### src/rtl/operand_fetch.sv
// ============================================================================
// operand_fetch
// Issue-side reader for the register file. It tracks pending writes in a busy
// scoreboard, stalls on RAW/WAW hazards and forwards same-cycle writebacks.
// Revision: 1.0
// ============================================================================
`default_nettype none

module operand_fetch #(
  parameter int DATA_W = 32,
  parameter int ADDR_W = 3
) (
  input  logic                     clk,
  input  logic                     rst,
  input  logic                     in_valid,
  output logic                     in_ready,
  input  logic [ADDR_W-1:0]        in_src1,
  input  logic [ADDR_W-1:0]        in_src2,
  input  logic                     in_use1,
  input  logic                     in_use2,
  input  logic [ADDR_W-1:0]        in_dst,
  input  logic                     in_wr,
  output logic [ADDR_W-1:0]        rf_rd1,
  output logic [ADDR_W-1:0]        rf_rd2,
  input  logic [DATA_W-1:0]        rf_rd1_data,
  input  logic [DATA_W-1:0]        rf_rd2_data,
  input  logic                     wb_valid,
  input  logic [ADDR_W-1:0]        wb_dst,
  input  logic [DATA_W-1:0]        wb_data,
  output logic                     out_valid,
  input  logic                     out_ready,
  output logic [DATA_W-1:0]        out_op1,
  output logic [DATA_W-1:0]        out_op2,
  output logic [ADDR_W-1:0]        out_dst,
  output logic                     out_wr,
  output logic [(2**ADDR_W)-1:0]   busy,
  output logic                     wb_spurious
);

  localparam int NREG = 2**ADDR_W;

  logic              clr1;
  logic              clr2;
  logic              clrd;
  logic              raw1;
  logic              raw2;
  logic              waw;
  logic              stall;
  logic              accept;
  logic [DATA_W-1:0] op1_sel;
  logic [DATA_W-1:0] op2_sel;
  logic [NREG-1:0]   set_vec;
  logic [NREG-1:0]   clr_vec;
  logic [NREG-1:0]   busy_next;

  assign rf_rd1 = in_src1;
  assign rf_rd2 = in_src2;

  // A writeback landing this cycle resolves the hazard on its register.
  always_comb begin
    clr1     = wb_valid && (wb_dst == in_src1);
    clr2     = wb_valid && (wb_dst == in_src2);
    clrd     = wb_valid && (wb_dst == in_dst);
    raw1     = in_use1 && busy[in_src1] && !clr1;
    raw2     = in_use2 && busy[in_src2] && !clr2;
    waw      = in_wr && busy[in_dst] && !clrd;
    stall    = raw1 || raw2 || waw;
    in_ready = !stall && (!out_valid || out_ready);
    accept   = in_valid && in_ready;
  end

  // The register file commits on the same edge, so its read data is stale here.
  always_comb begin
    op1_sel = clr1 ? wb_data : rf_rd1_data;
    op2_sel = clr2 ? wb_data : rf_rd2_data;
  end

  // Set wins over a simultaneous clear: the new write is still outstanding.
  always_comb begin
    set_vec = '0;
    clr_vec = '0;
    if (accept && in_wr) begin
      set_vec[in_dst] = 1'b1;
    end
    if (wb_valid) begin
      clr_vec[wb_dst] = 1'b1;
    end
    busy_next = set_vec | (busy & ~clr_vec);
  end

  always_ff @(posedge clk) begin
    if (rst) begin
      busy        <= '0;
      wb_spurious <= 1'b0;
      out_valid   <= 1'b0;
      out_wr      <= 1'b0;
      out_op1     <= '0;
      out_op2     <= '0;
      out_dst     <= '0;
    end else begin
      busy <= busy_next;
      if (wb_valid && !busy[wb_dst]) begin
        wb_spurious <= 1'b1;
      end
      if (accept) begin
        out_valid <= 1'b1;
        out_op1   <= op1_sel;
        out_op2   <= op2_sel;
        out_dst   <= in_dst;
        out_wr    <= in_wr;
      end else if (out_ready) begin
        out_valid <= 1'b0;
      end
    end
  end

endmodule

`default_nettype wire

### config.mk
export PLATFORM = sky130hd
export DESIGN_NAME = operand_fetch
export DESIGN_NICKNAME = d
export VERILOG_FILES = /design/src/rtl/operand_fetch.sv
export SDC_FILE = /design/constraint.sdc
export NUM_CORES = 1
export LEC_CHECK = 0
export ABC_AREA = 0
export CORE_MARGIN = 2
export CORE_UTILIZATION = 46
export CTS_CLUSTER_DIAMETER = 200
export DETAILED_ROUTE_END_ITERATION = 8
export MAX_ROUTING_LAYER = met4
export PLACE_DENSITY = 0.87
export SLEW_MARGIN = 5
export SYNTH_ARGS = -nofsm -noshare
export SYNTH_HDL_FRONTEND = slang
export SYNTH_SLANG_ARGS = --single-unit
### constraint.sdc
create_clock -name clk -period 4.05 [get_ports clk]
set_input_delay 0.405 -clock clk [delete_from_list [all_inputs] [get_ports clk]]
set_output_delay 0.405 -clock clk [all_outputs]
set_load 0.05 [all_outputs]
After elaboration in Yosys (flattened, before gate mapping)
Cells that the tools add are included.
{"block": "classes", "muxes": 18, "shift": 0, "div": 0, "n_mul": 0, "n_lt_le_gt_ge": 6, "reduce_logical": 25, "bitwise_logic": 3, "addsub": 0, "eq_ne": 3}
{"cell": "$mux W32", "n": 2}
{"cell": "$lt A3 B4 Y1 const B", "n": 4}
{"cell": "$mux W8", "n": 2}
{"cell": "$logic_and A1 B1 Y1", "n": 15}
{"cell": "$bmux W1 S3", "n": 4}
{"cell": "$eq A3 B3 Y1", "n": 3}
{"cell": "$and A8 B8 Y8", "n": 1}
{"cell": "$mux W1", "n": 8}
{"cell": "$not A8 Y8", "n": 1}
{"cell": "$or A8 B8 Y8", "n": 1}
{"cell": "$demux W1 S3", "n": 2}
{"cell": "$ge A3 B1 Y1 const B", "n": 2}
{"cell": "$logic_not A1 Y1", "n": 6}
{"cell": "$logic_or A1 B1 Y1", "n": 3}
{"cell": "$reduce_bool A2 Y1", "n": 1}
{"block": "word_totals", "ramBits": 0, "rom_bits": 0, "latchBits": 0, "out_inout_bits": 85, "in_bits": 116, "ff_bits": 78, "mem_count": 0, "elab_cells": 62}

Longest topological paths before layout
Gate-level depths: netlist of run 1.
{"block": "depth", "ltp_word": 12, "depth_mapped": 8, "ltp_nobuf": 5}

Worst setup path after synthesis of run 1
No wires, ideal clock.
{"block": "synth_timing", "kind": "input port to output port", "startpoint": "input in_dst[0]", "endpoint": "output in_ready", "required_ps": 3645, "t_arrival_ps": 2457, "n_path_buf": 1, "slack_ps": 1188, "path_stages": 6, "path_cell_list": "buf_2 > mux2i_1 > o32ai_1 > o311ai_2 > nand2_1 > nor3b_1"}
{"block": "synth_via", "elab_chain_cells": 7, "word_cells_on_any_way": 10, "classes_between": "eq/ne (1); mux (2); reduce/logical (7)"}
{"element": "start, declared", "line": "21", "text": "input logic [ADDR_W-1:0] in_dst,"}
{"element": "$bmux W1 S3 / $eq A3 B3 Y1 (equally long branches)", "line": "66, 63"}
{"element": "$mux W1 (not written as such) / $logic_and A1 B1 Y1 (equally long branches)", "line": "66, 63"}
{"element": "$logic_and A1 B1 Y1 / $logic_not A1 Y1 (equally long branches)", "line": "66", "text": "waw = in_wr && busy[in_dst] && !clrd;"}
{"element": "$logic_and A1 B1 Y1 (*)", "line": "66"}
{"element": "$logic_or A1 B1 Y1 (*)", "line": "67", "text": "stall = raw1 || raw2 || waw;"}
{"element": "$logic_not A1 Y1 (*)", "line": "68", "text": "in_ready = !stall && (!out_valid || out_ready);"}
{"element": "$logic_and A1 B1 Y1 (*)", "line": "68"}
{"element": "end, declared", "line": "16", "text": "output logic in_ready,"}
Every way passes the cells marked *; elsewhere a longest branch is shown, timed or not. The select of a mux whose other input is x is not followed.

Worst setup path after layout of run 1
{"block": "layout_timing", "startpoint": "input in_dst[0]", "endpoint": "register out_op2[1]"}
{"block": "layout_via", "elab_chain_cells": 8, "word_cells_on_any_way": 11, "classes_between": "eq/ne (1); mux (2); reduce/logical (8)"}
{"element": "$bmux W1 S3 / $eq A3 B3 Y1 (equally long branches)", "line": "66, 63"}
{"element": "$mux W1 (not written as such) / $logic_and A1 B1 Y1 (equally long branches)", "line": "66, 63"}
{"element": "$logic_and A1 B1 Y1 / $logic_not A1 Y1 (equally long branches)", "line": "66"}
{"element": "$logic_and A1 B1 Y1 (*)", "line": "66"}
{"element": "$logic_or A1 B1 Y1 (*)", "line": "67"}
{"element": "$logic_not A1 Y1 (*)", "line": "68"}
{"element": "$logic_and A1 B1 Y1 (*)", "line": "68"}
{"element": "$logic_and A1 B1 Y1 (*)", "line": "69", "text": "accept = in_valid && in_ready;"}
{"element": "end signal, assigned", "line": "108", "text": "out_op2 <= op2_sel;"}
{"element": "end, declared", "line": "33", "text": "output logic [DATA_W-1:0] out_op2,"}
Marks and branches as above.
A chain may end at the register's enable or synchronous reset.

==> out/metrics.yaml, run 1 <==
outcome: "complete, no violations"
clock_skew_ns: 0.0105
drv_cap: 0
total_power_uw: 2330
worstHoldPathType: "reg -> reg"
wire_per_inst_um: 16.1
fin_crit_ns: 2.89
io_pins: 201
drtAntennaViolNets: 0
first_pass_iters: 6
overflow: 0
cts.sinks: 78
r2r_slack_ns: 1.53
via_per_inst: 5.19
worstPathCellList: "clkdlybuf4s50_1 -> mux2i_1 -> o32ai_1 -> o311ai_2 -> nand4b_4 -> buf_12 -> mux2_1"
area_growth_syn_to_layout_pct: 49.3
required_ns: 4.28
n_antenna_cell: 0
syn-num-nets: 589
pwr_density_cell_mw_per_mm2: 344
routabilityCongestion: 0.978
crit_fanout: 52
worst_setup_path_start_kind: "primary input"
grt_pass1_wl_mm: 19.6
nets: 761
cts-resized-gates: 0
rsz0062_at_grt: "no"
synth.area.top_cells: "dfxtp_1 (34%), mux2i_1 (17%), mux2_2 (12%)"
final_layout_size_suffix_gt1_share_pct: 12.2
h-tree-depth: 3
cpPeakStageDelay_ns: 0.69
die_w_um: 103
final-seq-area_mm2: 0.00156
r2r-end: "out_op2[26]$_SDFFE_PP0P_"
synth_top_cell_by_area: "dfxtp_1"
p_leak_uw: 0.00304
cts_buffers: 9
final_max_slew_viol_count: 0
ys_types: 35
ctsLongestPathBuffers: 2
root_buffer: "clkbuf_8"
initial_core_util_pct: 46.8
core_area_mm2: 0.00968
whs_path_depth: 2
num_rows: 36
async_flop_share_pct: 0
num_vias: 4062
grt_pass1_vias: 4036
fp.dieH_um: 103
syn_inst: 473
ys_ff_latch: 78
portBuffers: 200
finalWirelength_mm: 12.6
clkTransAtPathRegs_ns: 0.08
slowest_stage: "clkdlybuf4s50_1"
setup_tns_ns: 0
worstSetupPathType: "in -> reg"
grt_max_degree: 93
arrival_ns: 3.13
antenna_found_initial: 0
holdPathEnd: "out_dst[2]$_SDFFE_PP0P_"
hold_viol: 0
worst_pin_slew_ns: 0.872
synth.most_common_cell: "dfxtp_1"
setup_viol: 0
ir_drop_uv: 227
insertion_delay_ns: 0.35
synth_edf_count: 0
relSlewSlack_pct: 41.9
die-area_mm2: 0.0107
grt_usage_pct: 24.6
ys_warn_count: 0
finalCritPeriodShare_pct: 71.4
min_from: "out_dst[2]$_SDFFE_PP0P_"
r2r-start: "busy[0]$_SDFF_PP0_"
yosysSeqAreaShare_pct: 34.5
dp_hpwl_mm: 9.16
yosys.area.top_type_share_pct: 34.5
drt_iter0_markers: 143
n_fill_cell: 756
drcViolationCount: 0
syn_area_per_cell_um2: 9.58
reg2reg_depth: 6
cts_tree: "built"
multi_input_comb_area_mm2: 0.00274
hold_buffers: 0
cp-end-kind: "flip-flop"
postCtsSetupBuffers: 0
synth_area_mm2: 0.00453
max_freq_mhz: 346
synth_common_cells: "dfxtp_1 (78), mux2i_1 (75), nor2_1 (67)"
synthFlopType: "dfxtp_1"
==> cells in the final DEF, fill, tap and decap left out, drive strengths merged, types with 5 or more instances in the layout <==
cell / n
buf: 6
clkbuf: 11
clkdlybuf4s50: 198
dfxtp: 78
mux2: 68
mux2i: 75
nand2: 16
nand2b: 5
nor2: 67
nor2b: 66
o211ai: 6
o31ai: 6
xnor2: 9
==> worst max-delay path: cells and delay by family <==
kind | cells | cell delay, ns
buffers and inverters | 2 | 1.07
muxes | 2 | 0.59
AOI/OAI and AO/OA | 2 | 0.52
and+or+nand+nor | 1 | 0.49
==> metal layers <==
metal  track usage [%]  up-vias  wire, um
met5                 -        -         0
met4              8.00        0       191
met3              6.92       22      1010
met2              40.9      174      6310
met1              28.8     1900      5090
li1                  -     1966         -
==> logic make-up (layout without fill, tap and decap cells) <==
family	count (synthesis)	after routing	share of synthesized area (%)
AOI/OAI and AO/OA	26	26	4.75
xor gates and xnor gates	9	9	1.74
buffers and inverters	45	222	5.00
DFF	78	78	34.5
muxes	145	145	34.5
and+or+nand+nor	170	170	19.6
==> flip-flops by register name (all words and copies together) (netlist names) <==
signal / flops
out_op1: 32
out_op2: 32
busy: 8
out_dst: 3
out_valid: 1
out_wr: 1
wb_spurious: 1
==> where the power goes <==
group          switching (uW)  internal, uW
logic                     421           335
clock network             289           428
registers                30.9           827
==> how the worst max path moves through the flow <==
stage,from,to,slack [ns],cells past startpoint
final,in_dst[0],out_op2[1]$_SDFFE_PP0P_,1.16,7
after global routing,in_dst[1],out_op2[1]$_SDFFE_PP0P_,1.01,7
after CTS,in_dst[0],busy[5]$_SDFF_PP0_,1.18,7
after detailed placement,in_dst[0],out_op2[10]$_SDFFE_PP0P_,0.81,7
after global placement,in_dst[2],out_op2[12]$_SDFFE_PP0P_,0.89,7
after floorplan,in_dst[0],in_ready,1.19,6
==> metrics by stage <==
| stage | utilization, % | hold WS [ns] | area [um^2] | instances | setup WS (ns) |
|---|---|---|---|---|---|
| 6_report | 69.8 | 0.469 | 6760 | 783 | 1.16 |
| 5_1_grt | 69.8 | 0.494 | 6760 | 783 | 1.01 |
| 4_1_cts | 69.8 | 0.473 | 6760 | 783 | 1.18 |
| 3_5_place_dp | 67.3 | 0.455 | 6520 | 767 | 0.810 |
| 3_3_place_gp | 67.3 | 0.451 | 6520 | 767 | 0.889 |
| 2_1_floorplan | - | 0.544 | 4530 | 473 | 1.19 |
==> area by class of cell <==
class,instances,share of cell area [%]
Multi-Input combinational cell,350,40.5
Timing Repair Buffer,204,30.2
Sequential cell,78,23.1
Tap cell,133,2.46
Clock buffer,11,2.09
Clock inverter,5,1.57
Inverter,2,0.111
Note: power is estimated with default switching activity, not from simulation.
==> inputs of run 2 (changes only) <==
- CORE_UTILIZATION: 46 -> 43
- PLACE_DENSITY: 0.87 -> 0.82
- clock period: 4.05 -> 2.7 ns (I/O delays scaled with it)
==> run 2 against run 1 <==
Effect of this change: final cell count is 1.7% higher; via count is 0.96% lower; setup slack worse by 1.0 ns; clock power is 11% higher; die area is 6.7% higher; clock-buffer cell count is 1 lower; routed wire length is 0.19% higher; non-clock buffer count is 10 higher; critical path depth is 1 higher; flip-flop and latch count stayed put; first-iteration DRC count is 24% lower; combinational power is 54% higher.
==> out/metrics.yaml, run 2 (synthesized netlist as in run 1, its figures left out) <==
core_area_mm2: 0.0103  # was 0.00968 mm^2
required_ns: 2.43  # was 4.28 ns
fin_area_mm2: 0.00682  # was 0.00676 mm^2
overflow: 0  # unchanged
root_buffer: "clkbuf_8"  # unchanged
cts_tree: "built"  # unchanged
portBuffers: 200  # unchanged
multi_input_comb_area_mm2: 0.00274  # unchanged
relSlewSlack_pct: 60.8  # was 41.9%
met1_usage_pct: 27.3  # was 28.8%
finalWirelength_mm: 12.6  # about the same
globalRouteMet3Util_pct: 8.21  # was 6.92%
n_antenna_cell: 0  # unchanged
grt_pass1_vias: 4008  # was 4,036
routabilityCongestion: 0.941  # was 0.978
cts.sinks: 78  # unchanged
worst_setup_path_start_kind: "primary input"  # unchanged
layout_common_cells: "clkdlybuf4s50_1 (198), dfxtp_1 (78), mux2i_1 (75)"  # unchanged
cts_buffers: 9  # unchanged
initial_core_util_pct: 44.1  # was 46.8%
grt_max_degree: 91  # was 93
die-area_mm2: 0.0114  # was 0.0107 mm^2
final_max_slew_viol_count: 0  # unchanged
cts-resized-gates: 0  # unchanged
fin_crit_ns: 2.55
num_vias: 4023  # was 4,062
layout.cells.most_common: "clkdlybuf4s50_1"  # unchanged
setup_viol: 0  # unchanged
io_pins: 201  # unchanged
dp_hpwl_mm: 9.34  # was 9.16 mm
drtAntennaViolNets: 0  # unchanged
area_growth_syn_to_layout_pct: 50.6  # was 49.3%
setup_tns_ns: 0  # unchanged
largestRegisters: "out_op1 x32, out_op2 x32, busy x8"  # unchanged
die_w_um: 107  # was 103 um
drv_cap: 0  # unchanged
arrival_ns: 2.28  # was 3.13 ns
cp-end-kind: "output pin"  # was flip-flop
clkTransAtPathRegs_ns: 0.08  # about the same
h-tree-depth: 3  # unchanged
n_fill_cell: 825  # was 756
max_freq_mhz: 392
utilization_pct: 66.4  # was 69.8%
clock_skew_ns: 0.00625  # was 0.0105 ns
worst_pin_slew_ns: 0.588  # was 0.872 ns
wire_per_inst_um: 15.9  # was 16.1 um
via_per_inst: 5.05  # was 5.19
hold_viol: 0  # unchanged
insertion_delay_ns: 0.35  # about the same
antenna_found_initial: 0  # unchanged
pwr_density_cell_mw_per_mm2: 475  # was 344 mW/mm^2
placed_cell_area_mm2: 0.00665  # was 0.00652 mm^2
drt_iter0_markers: 108  # was 143
drcViolationCount: 0  # unchanged
ir_drop_uv: 260  # was 227 uV
dp.cells: 780  # was 767
grt_usage_pct: 23.0  # was 24.6%
hold_buffers: 0  # unchanged
finalCritPeriodShare_pct: 94.5
met2_usage_pct: 36.8  # was 40.9%
outcome: "complete, no violations"  # unchanged
worstHoldPathType: "in -> reg"  # was reg -> reg
crit_fanout: 6  # was 52
first_pass_iters: 4  # was 6
nets: 771  # was 761
fp.dieH_um: 107  # was 103 um
num_rows: 37  # was 36
final_layout_size_suffix_gt1_share_pct: 13.6  # was 12.2%
final_cells: 796  # was 783
grt_pass1_wl_mm: 19.9  # was 19.6 mm
worstSetupPathType: "in -> out"  # was in -> reg
total_power_uw: 3240  # was 2330 uW
p_leak_uw: 0.00308  # was 0.00304 uW
ctsLongestPathBuffers: 2  # unchanged
rsz0062_at_grt: "no"  # unchanged
grt_busiest_layer: "met2"  # unchanged
postCtsSetupBuffers: 0  # unchanged
final-seq-area_mm2: 0.00156  # unchanged
==> run 2: path summary, 6_finish.rpt <==
check                           slack [ns]                    start  cells past startpoint                        to
worst min register to register        0.47  out_dst[2]$_SDFFE_PP0P_                      2   out_dst[2]$_SDFFE_PP0P_
worst max-delay path                  0.15                in_dst[0]                      8                  in_ready
worst max register to register        0.49       busy[7]$_SDFF_PP0_                      6   out_op1[7]$_SDFFE_PP0P_
worst min-delay path                  0.37                      rst                      2  wb_spurious$_SDFFE_PP0P_
==> run 2: area by class of cell <==
cell class	instances	share of cell area [%]
timing repair buffer	214	31.7
tap	136	2.50
clock buffer	10	2.02
clock inverter	6	0.532
inverter	2	0.110
multi-input combinational	350	40.2
sequential	78	22.9
==> run 2: per-layer routing <==
layer,wire length (um),vias to the layer above
met5,0,-
met4,238,0
met3,1070,20
met2,5990,167
met1,5330,1857
li1,-,1979
==> run 2: metrics by stage <==
step / setup WS, ns / hold WS, ns
floorplan: 0.0281 / 0.409
global placement: 0.150 / 0.457
detailed placement: 0.0640 / 0.462
CTS: 0.159 / 0.342
global route: 0.0771 / 0.365
finish: 0.148 / 0.367
==> run 2: critical path, cell delays in order <==
cell and delay (ns):
clkdlybuf4s50_1 0.59, mux2i_1 0.23, o32ai_1 0.10, o311ai_2 0.45, nand2_1 0.11, nor3b_1 0.24
buf_4 0.16, buf_12 0.12
==> run 2: power breakdown <==
part | internal [uW] | switching [uW] | total [uW]
Combinational | 526 | 633 | 1160
Clock | 356 | 437 | 793
Sequential | 1240 | 48.3 | 1290
==> inputs of run 3 (changes only) <==
- clock period: 2.7 -> 2.4 ns (I/O delays scaled with it)
==> run 3 against run 2 <==
Effect of this change: critical path depth did not move; clock power increased by 27%; flip-flop and latch count stayed put; worst hold slack lost 0.11 ns; critical path type unchanged; clock skew increased by 0.00073 ns; die area did not move; setup slack got worse by 0.047 ns.
==> out/metrics.yaml, run 3 (synthesized netlist as in run 1, its figures left out) <==
outcome: "complete, no violations"  # unchanged
finalWirelength_mm: 13.5  # was 12.6 mm
wire_per_inst_um: 16.7  # was 15.9 um
drcViolationCount: 0  # unchanged
drv_cap: 0  # unchanged
hold_buffers: 0  # unchanged
drtAntennaViolNets: 0  # unchanged
required_ns: 2.16  # was 2.43 ns
relSlewSlack_pct: 59.5  # was 60.8%
cts-resized-gates: 0  # unchanged
rsz0062_at_grt: "no"  # unchanged
via_per_inst: 5.17  # was 5.05
core_area_mm2: 0.0103  # unchanged
globalRouteMet3Util_pct: 8.69  # was 8.21%
clkTransAtPathRegs_ns: 0.08  # about the same
utilization_pct: 67.9  # was 66.4%
io_pins: 201  # unchanged
overflow: 0  # unchanged
ir_drop_uv: 342  # was 260 uV
portBuffers: 200  # unchanged
h-tree-depth: 3  # unchanged
fp.dieH_um: 107  # unchanged
pwr_density_cell_mw_per_mm2: 543  # was 475 mW/mm^2
cp-end-kind: "output pin"  # unchanged
layout.cells.most_common: "clkdlybuf4s50_1"  # unchanged
n_fill_cell: 809  # was 825
cts_buffers: 9  # unchanged
ctsLongestPathBuffers: 2  # unchanged
post-route-worst-setup-slack_ns: 0.101  # was 0.148 ns
drt_iter0_markers: 152  # was 108
dp.cells: 792  # was 780
cts_tree: "built"  # unchanged
holdWs_ns: 0.259  # was 0.367 ns
finalCritPeriodShare_pct: 95.8
routabilityCongestion: 0.913  # was 0.941
critical_path.top_delay_family: "buffers and inverters"  # unchanged
grt_pass1_vias: 4495  # was 4,008
final_layout_size_suffix_gt1_share_pct: 15.2  # was 13.6%
grt_pass1_wl_mm: 21.3  # was 19.9 mm
nets: 783  # was 771
num_rows: 37  # unchanged
dp_hpwl_mm: 10.2  # was 9.34 mm
worstPathCellList: "clkdlybuf4s50_1 -> buf_4 -> nand3b_1 -> a21oi_1 -> o311ai_2 -> nand2_1 -> nor3b_2 -> buf_12"  # was clkdlybuf4s50_1 -> mux2i_1 -> o32ai_1 -> o311ai_2 -> nand2_1 -> nor3b_1 -> buf_4 -> buf_12
num_vias: 4177  # was 4,023
largestRegisters: "out_op1 x32, out_op2 x32, busy x8"  # unchanged
worst_setup_path_start_kind: "primary input"  # unchanged
cpPeakStageDelay_ns: 0.48  # was 0.59 ns
final_cells: 808  # was 796
clock_skew_ns: 0.00698  # was 0.00625 ns
setup_viol: 0  # unchanged
antenna_found_initial: 0  # unchanged
crit_fanout: 6  # unchanged
initial_core_util_pct: 44.1  # unchanged
cp.buffers_inverters: 3  # unchanged
max_freq_mhz: 435
place_ws_ns: -0.146  # was 0.0640 ns
arrival_ns: 2.06  # was 2.28 ns
worstSetupPathType: "in -> out"  # unchanged
setup_tns_ns: 0  # unchanged
postCtsSetupBuffers: 0  # unchanged
first_pass_iters: 4  # unchanged
n_antenna_cell: 0  # unchanged
cts.sinks: 78  # unchanged
grt_busiest_layer: "met2"  # unchanged
worstHoldPathType: "in -> reg"  # unchanged
root_buffer: "clkbuf_8"  # unchanged
layout_common_cells: "clkdlybuf4s50_1 (195), dfxtp_1 (78), mux2i_1 (75)"  # was clkdlybuf4s50_1 (198), dfxtp_1 (78), mux2i_1 (75)
p_leak_uw: 0.00319  # was 0.00308 uW
slowest_stage: "clkdlybuf4s50_1"  # unchanged
worst_pin_slew_ns: 0.607  # was 0.588 ns
fin_crit_ns: 2.30
insertion_delay_ns: 0.35  # about the same
final_max_slew_viol_count: 0  # unchanged
grt_max_degree: 87  # was 91
hold_viol: 0  # unchanged
met2_usage_pct: 41.4  # was 36.8%
grt_usage_pct: 24.3  # was 23.0%
met1_usage_pct: 26.0  # was 27.3%
die-area_mm2: 0.0114  # unchanged
die_w_um: 107  # unchanged
area_growth_syn_to_layout_pct: 54.1  # was 50.6%
run 3: cell types whose count changed in the layout (fill, tap and decap cells not counted):
cell	before	now
xnor2_2	0	1
xnor2_1	9	8
inv_6	1	0
nor3b_2	0	1
buf_4	11	21
clkbuf_1	0	2
clkinv_2	4	1
nor3b_1	2	1
clkbuf_8	10	11
buf_12	5	7
dlymetal6s2s_1	0	3
clkdlybuf4s50_1	198	195
bufinv_16	0	1
run 3: worst paths after layout:
| check | depth (start not counted) | endpoint | slack [ns] | startpoint |
|---|---|---|---|---|
| setup / recovery | 8 | in_ready | 0.10 | in_dst[0] |
| hold reg to reg | 2 | out_wr$_SDFFE_PP0P_ | 0.47 | out_wr$_SDFFE_PP0P_ |
| hold / removal | 3 | out_dst[2]$_SDFFE_PP0P_ | 0.26 | in_dst[2] |
| setup reg to reg | 6 | out_op1[24]$_SDFFE_PP0P_ | 0.14 | busy[0]$_SDFF_PP0_ |
run 3: metal layers:
layer / share of wire (%) / up-vias
met1: 39 / 1967
met2: 49 / 186
met4: 1.9 / 0
met5: 0 / -
li1: - / 2002
met3: 9.6 / 22
run 3: report_power, final:
| part | switching, uW | internal (uW) | leakage (uW) |
|---|---|---|---|
| sequential | 49.5 | 1400 | 0.000640 |
| combinational | 729 | 607 | 0.00245 |
| clock | 473 | 537 | 0.0000996 |
run 3: cell type report:
cell class                 instances  area, um^2  share of cell area, %
clock buffer                      13         159                   2.28
inverter                           2        7.51                  0.108
sequential                        78        1560                   22.4
tap                              136         170                   2.44
multi-input combinational        350        2750                   39.4
timing repair buffer             226        2290                   32.8
clock inverter                     3        42.5                  0.609
run 3: tightest hold or removal path, cell delays in order:
cell and delay (ns):
dlymetal6s2s_1 0.17, nand2_1 0.08, mux2i_1 0.06
run 3: through the flow:
step           instance area [um^2]  total power, uW
4_1_cts                        6970             3830
6_report                       6980             3790
2_1_floorplan                  4530             2270
3_3_place_gp                   6770             2780
5_1_grt                        6980             3970
3_5_place_dp                   6770             2810
